`src/rtl/regfile_wb_arbiter_if.sv`:
```
// -----------------------------------------------------------------------------
// regfile_wb_arbiter_if
// Bundles the writeback request, scoreboard query and register-file write
// signals shared between the execute/memory stages, decode and the arbiter.
//   req0_*    : ALU writeback request (valid/reg/data in, ready out)
//   req1_*    : load-return writeback request (valid/reg/data in, ready out)
//   sb_*      : decode marks a destination register as pending
//   chk_reg*  : decode source registers; stall reports a pending hazard
//   busy      : pending-write bit per register
//   write_en/wreg/writedata : register file write port
// Modports: slave = arbiter view, master = surrounding pipeline view.
// -----------------------------------------------------------------------------
interface regfile_wb_arbiter_if #(
   parameter int DATA_W = 16,
   parameter int REG_AW = 3
);
   localparam int NUM_REGS = 1 << REG_AW;

   logic                req0_valid;
   logic [REG_AW-1:0]   req0_reg;
   logic [DATA_W-1:0]   req0_data;
   logic                req0_ready;
   logic                req1_valid;
   logic [REG_AW-1:0]   req1_reg;
   logic [DATA_W-1:0]   req1_data;
   logic                req1_ready;
   logic                sb_set;
   logic [REG_AW-1:0]   sb_reg;
   logic [REG_AW-1:0]   chk_rega;
   logic [REG_AW-1:0]   chk_regb;
   logic                stall;
   logic [NUM_REGS-1:0] busy;
   logic                write_en;
   logic [REG_AW-1:0]   wreg;
   logic [DATA_W-1:0]   writedata;

   modport slave (
      input  req0_valid, req0_reg, req0_data,
      output req0_ready,
      input  req1_valid, req1_reg, req1_data,
      output req1_ready,
      input  sb_set, sb_reg, chk_rega, chk_regb,
      output stall, busy, write_en, wreg, writedata
   );

   modport master (
      output req0_valid, req0_reg, req0_data,
      input  req0_ready,
      output req1_valid, req1_reg, req1_data,
      input  req1_ready,
      output sb_set, sb_reg, chk_rega, chk_regb,
      input  stall, busy, write_en, wreg, writedata
   );
endinterface

```
`src/rtl/regfile_wb_arbiter.sv`:
```
// -----------------------------------------------------------------------------
// regfile_wb_arbiter
// Shares the register file's single write port between the ALU (requester 0)
// and the load return (requester 1) with round-robin arbitration, drives the
// write port from a registered stage, and keeps a per-register pending-write
// scoreboard that decode queries for read-after-write hazards.
// Ports:
//   clk : rising-edge clock
//   rst : synchronous active-high reset
//   bus : regfile_wb_arbiter_if.slave (requests, scoreboard, write port)
// -----------------------------------------------------------------------------
module regfile_wb_arbiter #(
   parameter int DATA_W = 16,
   parameter int REG_AW = 3
) (
   input  logic                    clk,
   input  logic                    rst,
   regfile_wb_arbiter_if.slave     bus
);
   localparam int NUM_REGS = 1 << REG_AW;

   logic                grant0_s;
   logic                grant1_s;

   logic                write_en_q,   write_en_d;
   logic [REG_AW-1:0]   wreg_q,       wreg_d;
   logic [DATA_W-1:0]   writedata_q,  writedata_d;
   logic                last_grant_q, last_grant_d;
   logic [NUM_REGS-1:0] busy_q,       busy_d;

   // Round-robin grant: on contention the requester that did not win last time goes.
   always_comb begin
      grant0_s = 1'b0;
      grant1_s = 1'b0;
      if (bus.req0_valid && bus.req1_valid) begin
         if (last_grant_q) begin
            grant0_s = 1'b1;
         end else begin
            grant1_s = 1'b1;
         end
      end else if (bus.req0_valid) begin
         grant0_s = 1'b1;
      end else if (bus.req1_valid) begin
         grant1_s = 1'b1;
      end else begin
         grant0_s = 1'b0;
         grant1_s = 1'b0;
      end
   end

   // Next state of the write-port stage: capture the winner, otherwise hold address/data.
   always_comb begin
      write_en_d   = 1'b0;
      wreg_d       = wreg_q;
      writedata_d  = writedata_q;
      last_grant_d = last_grant_q;
      if (grant0_s) begin
         write_en_d   = 1'b1;
         wreg_d       = bus.req0_reg;
         writedata_d  = bus.req0_data;
         last_grant_d = 1'b0;
      end else if (grant1_s) begin
         write_en_d   = 1'b1;
         wreg_d       = bus.req1_reg;
         writedata_d  = bus.req1_data;
         last_grant_d = 1'b1;
      end else begin
         write_en_d   = 1'b0;
      end
   end

   // Scoreboard next state: the clear is applied first so a same-register set wins,
   // since the newly issued instruction now owns that register.
   always_comb begin
      busy_d = busy_q;
      if (write_en_q) begin
         busy_d[wreg_q] = 1'b0;
      end else begin
         busy_d = busy_q;
      end
      if (bus.sb_set) begin
         busy_d[bus.sb_reg] = 1'b1;
      end else begin
         busy_d[bus.sb_reg] = busy_d[bus.sb_reg];
      end
   end

   // State registers; reset discards any in-flight write and primes requester 0 to win first.
   always_ff @(posedge clk) begin
      if (rst) begin
         write_en_q   <= 1'b0;
         wreg_q       <= {REG_AW{1'b0}};
         writedata_q  <= {DATA_W{1'b0}};
         last_grant_q <= 1'b1;
         busy_q       <= {NUM_REGS{1'b0}};
      end else begin
         write_en_q   <= write_en_d;
         wreg_q       <= wreg_d;
         writedata_q  <= writedata_d;
         last_grant_q <= last_grant_d;
         busy_q       <= busy_d;
      end
   end

   // Output drive: handshake and hazard flags are combinational, write port is registered.
   always_comb begin
      bus.req0_ready = grant0_s;
      bus.req1_ready = grant1_s;
      bus.stall      = busy_q[bus.chk_rega] | busy_q[bus.chk_regb];
      bus.busy       = busy_q;
      bus.write_en   = write_en_q;
      bus.wreg       = wreg_q;
      bus.writedata  = writedata_q;
   end
endmodule

```
`src/flat_wrapper.sv`:
```
// flat-port wrapper written by rule: the top's interface ports become plain ports
module regfile_wb_arbiter_flat 
#(
   parameter int DATA_W = 16,
   parameter int REG_AW = 3
)
  (clk, rst, bus_req0_valid, bus_req0_reg, bus_req0_data, bus_req0_ready, bus_req1_valid, bus_req1_reg, bus_req1_data, bus_req1_ready, bus_sb_set, bus_sb_reg, bus_chk_rega, bus_chk_regb, bus_stall, bus_busy, bus_write_en, bus_wreg, bus_writedata);
  regfile_wb_arbiter_if #(.DATA_W(DATA_W), .REG_AW(REG_AW)) bus_i ();
  input  logic clk;
  input  logic rst;
  input wire logic [$bits(bus_i.req0_valid)-1:0] bus_req0_valid;
  input wire logic [$bits(bus_i.req0_reg)-1:0] bus_req0_reg;
  input wire logic [$bits(bus_i.req0_data)-1:0] bus_req0_data;
  output wire logic [$bits(bus_i.req0_ready)-1:0] bus_req0_ready;
  input wire logic [$bits(bus_i.req1_valid)-1:0] bus_req1_valid;
  input wire logic [$bits(bus_i.req1_reg)-1:0] bus_req1_reg;
  input wire logic [$bits(bus_i.req1_data)-1:0] bus_req1_data;
  output wire logic [$bits(bus_i.req1_ready)-1:0] bus_req1_ready;
  input wire logic [$bits(bus_i.sb_set)-1:0] bus_sb_set;
  input wire logic [$bits(bus_i.sb_reg)-1:0] bus_sb_reg;
  input wire logic [$bits(bus_i.chk_rega)-1:0] bus_chk_rega;
  input wire logic [$bits(bus_i.chk_regb)-1:0] bus_chk_regb;
  output wire logic [$bits(bus_i.stall)-1:0] bus_stall;
  output wire logic [$bits(bus_i.busy)-1:0] bus_busy;
  output wire logic [$bits(bus_i.write_en)-1:0] bus_write_en;
  output wire logic [$bits(bus_i.wreg)-1:0] bus_wreg;
  output wire logic [$bits(bus_i.writedata)-1:0] bus_writedata;
  assign bus_i.req0_valid = bus_req0_valid;
  assign bus_i.req0_reg = bus_req0_reg;
  assign bus_i.req0_data = bus_req0_data;
  assign bus_req0_ready = bus_i.req0_ready;
  assign bus_i.req1_valid = bus_req1_valid;
  assign bus_i.req1_reg = bus_req1_reg;
  assign bus_i.req1_data = bus_req1_data;
  assign bus_req1_ready = bus_i.req1_ready;
  assign bus_i.sb_set = bus_sb_set;
  assign bus_i.sb_reg = bus_sb_reg;
  assign bus_i.chk_rega = bus_chk_rega;
  assign bus_i.chk_regb = bus_chk_regb;
  assign bus_stall = bus_i.stall;
  assign bus_busy = bus_i.busy;
  assign bus_write_en = bus_i.write_en;
  assign bus_wreg = bus_i.wreg;
  assign bus_writedata = bus_i.writedata;
  regfile_wb_arbiter #(.DATA_W(DATA_W), .REG_AW(REG_AW)) u_core (.clk(clk), .rst(rst), .bus(bus_i));
endmodule
```
`config.mk`:
```
export PLATFORM = sky130hd
export DESIGN_NAME = regfile_wb_arbiter_flat
export DESIGN_NICKNAME = d
export VERILOG_FILES = /design/src/rtl/regfile_wb_arbiter_if.sv /design/src/rtl/regfile_wb_arbiter.sv /design/src/flat_wrapper.sv
export SDC_FILE = /design/constraint.sdc
export NUM_CORES = 1
export LEC_CHECK = 0
export CORE_AREA = 2 2 45 88
export CTS_BUF_LIST = sky130_fd_sc_hd__clkbuf_16
export CTS_CLUSTER_SIZE = 8
export DETAILED_ROUTE_END_ITERATION = 8
export DIE_AREA = 0 0 47 90
export GPL_TIMING_DRIVEN = 0
export PLACE_DENSITY = 0.88
export SLEW_MARGIN = 15
export SYNTH_ARGS = -nofsm -noshare
export SYNTH_HDL_FRONTEND = slang
export SYNTH_SLANG_ARGS = --single-unit
```
`constraint.sdc`:
```
create_clock -name clk -period 2.6 [get_ports clk]
set_input_delay 0.26 -clock clk [delete_from_list [all_inputs] [get_ports clk]]
set_output_delay 0.26 -clock clk [all_outputs]
set_load 0.03 [all_outputs]
```
After elaboration in Yosys (flattened, before gate mapping) --
Index checks and enable logic that the tools add are counted.
Storage, ports and cells: word-level logic and storage cells 47, latch bits 0, bits in read-only memories 0, memories 0, memory bits (writable) 0, register bits 29
Operators by class: shifts and indexed selects 0, $lt $le $gt $ge 6, add/subtract/negate cells 0, multiplexer cells 28, $mul 0, divide/modulo/power cells 0, reductions and logical operators 4, eq/ne operators 0, bitwise gates (word level) 4
Operators with widths (number):
- 2-to-1 mux 16 bit | 2
- < comparator 3 x 4 -> 1 bit (second input constant) | 4
- 2-to-1 mux 1 bit | 16
- 2-to-1 mux 8 bit | 2
- binary-select mux 1 bit (select 3 bit) | 3
- AND 8 bit | 1
- bitwise mux 8 bit | 1
- inverter 8 bit | 1
- OR 8 bit | 1
- demux 1 bit (select 3 bit) | 2
- greater-or-equal comparator 3 x 1 -> 1 bit (second input constant) | 2
- 2-to-1 mux 3 bit | 2
- logical AND 1 bit | 3
- nonzero test 2 bit | 1
- OR 1 bit | 1

Logic depth before layout (Yosys ltp) --
Gate-level depths: netlist of run 1.
depth after elaboration 11, depth in mapped cells 5

Worst setup path before layout of run 1 --
No wires, ideal clock.
path kind register -> output, from register u_core.busy_q[7] (netlist: u_core.bus.busy[7]), to output bus_stall, cell stages (with the launch flop) 4, arrival time 1219 ps, path slack 1121 ps, required time 2340 ps, path through dfxtp_1 > mux4_2 > mux2i_1 > nand2_1
Between the ends: word-level cells in the longest chain between the ends 3
Ends and longest elaborated chain:
- start: declaration | line regfile_wb_arbiter.sv:29 | logic [NUM_REGS-1:0] busy_q, busy_d;
- start signal: assignment | line regfile_wb_arbiter.sv:95 | busy_q <= {NUM_REGS{1'b0}};
- start signal: assignment | line regfile_wb_arbiter.sv:101 | busy_q <= busy_d;
- binary-select mux 1 bit (select 3 bit) | line regfile_wb_arbiter.sv:109 | bus.stall = busy_q[bus.chk_rega] | busy_q[bus.chk_regb];
- 2-to-1 mux 1 bit (not written as such) | line regfile_wb_arbiter.sv:109
- OR 1 bit * | line regfile_wb_arbiter.sv:109
- end: declaration | line flat_wrapper.sv:23 | output wire logic [$bits(bus_i.stall)-1:0] bus_stall;
Mark *: on every way between the ends. The rest lies on a longest branch, timed or not. The select of a mux whose other input is x is not followed.

Worst setup path after layout of run 1 --
from input bus_chk_rega[1], to output bus_stall
Between the ends: word-level cells in the longest chain between the ends 3
Ends and longest elaborated chain:
- start: declaration | line flat_wrapper.sv:21 | input wire logic [$bits(bus_i.chk_rega)-1:0] bus_chk_rega;
- binary-select mux 1 bit (select 3 bit) | line regfile_wb_arbiter.sv:109
- 2-to-1 mux 1 bit (not written as such) | line regfile_wb_arbiter.sv:109
- OR 1 bit | line regfile_wb_arbiter.sv:109
No other way between the ends. The select of a mux whose other input is x is not followed.

==> flow_metrics.env, run 1 <==
export IMPL_status="finished clean"
export IMPL_path_common_cell="clkdlybuf4s50_1"
export IMPL_antenna_found_initial=0
export IMPL_pwr_share_comb_pct=23.4
export IMPL_finalWorstSetupSlack_ns=0.182
export IMPL_p_clk_share_pct=39.5
export IMPL_p_int_uw=988
export IMPL_crit_slowest_cell="clkdlybuf4s50_1"
export IMPL_seqPwrFrac_pct=37.1
export IMPL_place_inst=273
export IMPL_grt_max_degree=11
export IMPL_htree_levels=2
export IMPL_hold_viol=0
export IMPL_gp_congestion=0.771
export IMPL_cp_cell_sequence="clkdlybuf4s50_1 -> mux4_2 -> mux2i_1 -> nand2_1 -> clkdlybuf4s50_1"
export IMPL_switching_power_uw=354
export IMPL_grt_pass1_vias=1448
export IMPL_synth_warnings=0
export IMPL_num_rows=31
export IMPL_peakVddDrop_v=0.000452
export IMPL_cts_tree="done"
export IMPL_cp_max_fo=2
export IMPL_cts_path_max_buffers=2
export IMPL_switching_share_pct=26.4
export IMPL_synth_seq_cells=29
export IMPL_tns_ns=0
export IMPL_postSynthCellCount=142
export IMPL_clock_sinks=29
export IMPL_dp_hpwl_mm=3.11
export IMPL_initial_utilization_pct=37.4
export IMPL_nets=283
export IMPL_overflow=0
export IMPL_final_cells=281
export IMPL_fin_crit_sh_pct=93.0
export IMPL_fill_cells=288
export IMPL_critPathKind="in -> out"
export IMPL_worst_skew_pair_late_latency_ns=0.27
export IMPL_worstPathArrival_ns=2.16
export IMPL_max_stage_delay_ns=0.59
export IMPL_die_w_um=47
export IMPL_postCtsSetupBuffers=0
export IMPL_end_kind="primary output"
export IMPL_regArea_sq_um=581
export IMPL_drv_slew=0
export IMPL_max_freq_mhz=414
export IMPL_finalSetupViolCount=0
export IMPL_critPathRequiredTime_ns=2.34
export IMPL_multi_input_area_sq_um=698
export IMPL_synthToLayoutAreaGrowth_pct=76.4
export IMPL_critPathBufInv=2
export IMPL_cap_violations=0
export IMPL_firstDrtPassIters=4
export IMPL_slew_headroom_pct=69.2
export IMPL_cts_buffers=5
export IMPL_drt_iter0_drc=11
export IMPL_via_count=1366
export IMPL_ys_seq_area_share_pct=43.4
export IMPL_wire_per_inst_um=13.4
export IMPL_grt_first_pass_wirelength_mm=6.05
export IMPL_wirelength_mm=3.77
export IMPL_postPlaceCellArea_sq_um=2220
export IMPL_design_die_area_sq_um=4230
export IMPL_ys_types=21
export IMPL_clk_pin_slew_ns=0.05
export IMPL_syn_num_nets=194
export IMPL_stdcell_area_sq_um=2360
export IMPL_dieHeight_um=90
export IMPL_cts_resized=0
export IMPL_ant_nets=0
export IMPL_drc=0
export IMPL_core_area_sq_um=3570
export IMPL_rsz0062_at_grt="no"
export IMPL_powerDensity_nw_per_um2=569
export IMPL_synth_area_sq_um=1340
export IMPL_diodes=0
export IMPL_root_buffer="clkbuf_16"
export IMPL_post_route_min_period_ns=2.42
export IMPL_cellLeakagePower_nw=0.929
export IMPL_grt_use_total_pct=20.0
export IMPL_pre_cts_slack_ns=0.188
export IMPL_design_portCount=83
export IMPL_hold_class="reg -> reg"
export IMPL_drive_above_1_share_pct=8.19
export IMPL_via_per_inst=4.86
export IMPL_skew_ns=0.00526
export IMPL_critPathLaunchType="primary input"
export IMPL_avgSynthCellArea_sq_um=9.41
export IMPL_hold_buffers=0
export IMPL_crit_family="buffers and inverters"
export IMPL_portBuffers=82
export IMPL_tightest_slew_ns=0.462
power by group through the flow:
stage	Clock (mW)	Combinational, mW	Sequential, mW
floorplan	0	0.0914	0.560
global placement	0	0.310	0.504
detailed placement	0	0.315	0.505
CTS	0.543	0.316	0.497
global route	0.566	0.334	0.501
finish	0.531	0.314	0.497
Yosys cell counts:
cell type / count / area share, %
nand4_1: 1 / 0.47
a21oi_1: 9 / 3.4
mux4_2: 4 / 6.7
buf_2: 1 / 0.37
inv_1: 2 / 0.56
nor2b_1: 3 / 1.4
nand2_1: 26 / 7.3
nand2b_1: 4 / 1.9
dfxtp_1: 29 / 43
mux2i_1: 21 / 16
nand3_1: 4 / 1.5
o21ai_0: 7 / 2.6
inv_2: 1 / 0.28
nor3_4: 1 / 1.2
o21ai_1: 18 / 6.7
o21ai_2: 2 / 1.3
o21bai_1: 1 / 0.56
o31ai_1: 2 / 1.1
nor2_1: 1 / 0.28
buf_6: 3 / 2.5
clkbuf_1: 2 / 0.56
sequential cells by signal (all words and copies together) (netlist names):
register	cells
u_core.bus.writedata	16
u_core.bus.busy	8
u_core.bus.write_en	1
u_core.last_grant_q	1
u_core.bus.wreg	3
path summary, 6_finish.rpt:
kind / from / endpoint / slack, ns / cells after the start
setup reg to reg: u_core.last_grant_q / u_core.bus.writedata[2] / 1.40 / 4
hold / removal: u_core.bus.writedata[12] / u_core.bus.writedata[12] / 0.44 / 2
setup / recovery: bus_chk_rega[1] / bus_stall / 0.18 / 5
hold reg to reg: u_core.bus.writedata[12] / u_core.bus.writedata[12] / 0.44 / 2
layout by cell type (no fill, tap or decap), drive strengths merged:
cell type and n:
clkdlybuf4s50 82, dfxtp 29, o21ai 27, nand2 26, mux2i 21, a21oi 9
clkbuf 7, mux4 4, nand2b 4, nand3 4, buf 4, inv 4
nor2b 3, o31ai 2, clkinv 2, nor2 1, o21bai 1, nor3 1
nand4 1
per-stage QoR:
stage	util (%)	power [mW]	hold slack (ns)
CTS	66.1	1.36	0.445
detailed placement	62.2	0.821	0.439
global route	66.1	1.40	0.461
global placement	62.2	0.814	0.434
finish	66.1	1.34	0.443
floorplan	-	0.651	0.397
cell families (layout without fill, tap and decap cells):
group / after synthesis / count (layout) / share of synthesized area (%)
AO/OA/AOI/OAI: 39 / 39 / 15.7
buffers and inverters: 9 / 99 / 4.31
flip-flops: 29 / 29 / 43.4
multiplexers: 25 / 25 / 22.5
AND/OR/NAND/NOR: 40 / 40 / 14.0
layout make-up:
cell class,instances,share of cell area (%)
buffer,6,1.96
sequential,29,24.6
multi-input combinational,104,29.6
clock inverter,3,0.584
inverter,3,0.478
tap,49,2.60
timing repair buffer,82,34.8
clock buffer,5,5.31
tightest hold or removal path: stages, from the launching register on:
cell and delay [ns]:
dfxtp_1 0.30, nand2_1 0.05, o21ai_1 0.05
per-layer routing:
layer / wire length [um] / part of all wire (%) / up-vias / GRT usage [%]
met5: 0 / 0 / - / 0
met4: 168 / 4.5 / 0 / 13.7
li1: - / - / 679 / -
met1: 1110 / 29 / 606 / 15.0
met3: 221 / 5.9 / 14 / 4.22
met2: 2270 / 60 / 67 / 38.0
(Power assumes the default switching activity.)
==> inputs of run 2 (changes only) <==
- SETUP_SLACK_MARGIN: unset -> 0.2
==> flow_metrics.env, run 2 (synthesis gave the netlist of run 1 again) <==
export IMPL_fin_hold_ws_ns=0.443
export IMPL_firstDrtPassIters=4
export IMPL_cts_tree="done"
export IMPL_num_rows=31
export IMPL_met1_usage_pct=15.0
export IMPL_cp_max_fo=2
export IMPL_critPathKind="in -> out"
export IMPL_critPathRequiredTime_ns=2.34
export IMPL_core_area_sq_um=3570
export IMPL_p_total_mw=1.34
export IMPL_wirelength_mm=3.77
export IMPL_grt_use_total_pct=20.0
export IMPL_dp_hpwl_mm=3.11
export IMPL_grt_first_pass_wirelength_mm=6.05
export IMPL_worstPathArrival_ns=1.92
export IMPL_initial_utilization_pct=37.4
export IMPL_via_per_inst=4.86
export IMPL_switching_power_uw=354
export IMPL_diodes=0
export IMPL_final_cells=281
export IMPL_ant_nets=0
export IMPL_cap_violations=0
export IMPL_die_w_um=47
export IMPL_final_cell_mix="81 x clkdlybuf4s50_1, 29 x dfxtp_1, 26 x nand2_1"
export IMPL_root_buffer="clkbuf_16"
export IMPL_via_count=1366
export IMPL_rsz0062_at_grt="no"
export IMPL_antenna_found_initial=0
export IMPL_cts_buffers=5
export IMPL_utilization_pct=66.0
export IMPL_worst_skew_pair_late_latency_ns=0.27
export IMPL_tns_ns=0
export IMPL_cts_path_max_buffers=2
export IMPL_gp_congestion=0.771
export IMPL_design_die_area_sq_um=4230
export IMPL_overflow=0
export IMPL_skew_ns=0.00526
export IMPL_grt_pass1_vias=1448
export IMPL_portBuffers=82
export IMPL_hold_buffers=0
export IMPL_place_inst=273
export IMPL_finalSetupViolCount=0
export IMPL_critPathLaunchType="primary input"
export IMPL_switching_share_pct=26.4
export IMPL_powerDensity_nw_per_um2=569
export IMPL_post_route_min_period_ns=2.18
export IMPL_clock_sinks=29
export IMPL_htree_levels=2
export IMPL_end_kind="primary output"
export IMPL_nets=283
export IMPL_drv_slew=0
export IMPL_clk_pin_slew_ns=0.05
export IMPL_status="finished clean"
export IMPL_drc=0
export IMPL_seqPwrFrac_pct=37.1
export IMPL_p_clk_share_pct=39.6
export IMPL_peakVddDrop_v=0.000452
export IMPL_grt_max_degree=11
export IMPL_max_freq_mhz=459
export IMPL_slew_headroom_pct=69.2
export IMPL_postCtsSetupBuffers=0
export IMPL_design_portCount=83
export IMPL_tightest_slew_ns=0.462
export IMPL_grt_util_met3_pct=4.22
export IMPL_synthToLayoutAreaGrowth_pct=76.3
export IMPL_pwr_share_comb_pct=23.3
export IMPL_top_usage_layer="met2"
export IMPL_hold_class="reg -> reg"
export IMPL_drt_iter0_drc=11
export IMPL_drive_above_1_share_pct=8.19
export IMPL_dieHeight_um=90
export IMPL_final_common_cell="clkdlybuf4s50_1"
export IMPL_cellLeakagePower_nw=0.933
export IMPL_fin_crit_sh_pct=83.7
export IMPL_wire_per_inst_um=13.4
export IMPL_p_int_uw=987
export IMPL_largest_reg_flops=16
export IMPL_hold_viol=0
export IMPL_grtUsageMet2_pct=38.0
[run 2: final cells by class]
cell class | count | area [sq um]
fill | 289 | 1210
timing repair buffer | 82 | 820
multi-input combinational | 104 | 698
sequential | 29 | 581
clock buffer | 5 | 125
tap | 49 | 61.3
buffer | 6 | 46.3
clock inverter | 3 | 13.8
inverter | 3 | 11.3
[run 2: path summary, 6_finish.rpt]
path / startpoint / slack [ns] / to / cells past startpoint
hold reg to reg: u_core.bus.writedata[12] / 0.44 / u_core.bus.writedata[12] / 2
setup reg to reg: u_core.last_grant_q / 1.40 / u_core.bus.writedata[2] / 4
setup / recovery: bus_chk_rega[1] / 0.42 / bus_stall / 5
hold / removal: u_core.bus.writedata[12] / 0.44 / u_core.bus.writedata[12] / 2
[run 2: timing repair]
| action | CTS | global route |
|---|---|---|
| endpoints found under the setup margin | 1 | 0 |
| resized for setup | 1 | 0 |
| hold endpoints to repair | 0 | 0 |
[run 2: per-layer routing]
| metal | wire (um) | part of all wire, % |
|---|---|---|
| met5 | 0 | 0 |
| met4 | 168 | 4.5 |
| met3 | 221 | 5.9 |
| met2 | 2270 | 60 |
| met1 | 1110 | 29 |
[run 2: critical path: stages]
cell and delay [ns]:
clkdlybuf4s50_1 0.54, mux4_2 0.52, mux2i_1 0.16, nand2_1 0.07
dlygate4sd2_1 0.35
[run 2: power by group through the flow]
stage / clock, mW / combinational, mW / sequential, mW
finish: 0.531 / 0.312 / 0.497
global route: 0.566 / 0.333 / 0.501
CTS: 0.543 / 0.315 / 0.497
detailed placement: 0 / 0.315 / 0.505
global placement: 0 / 0.310 / 0.504
floorplan: 0 / 0.0914 / 0.560
[run 2: through the flow]
step / setup slack [ns] / instance area (sq um)
final: 0.423 / 2360
after global routing: 0.339 / 2360
after CTS: 0.425 / 2360
after detailed placement: 0.188 / 2220
after global placement: 0.221 / 2220
after floorplan: 1.12 / 1340
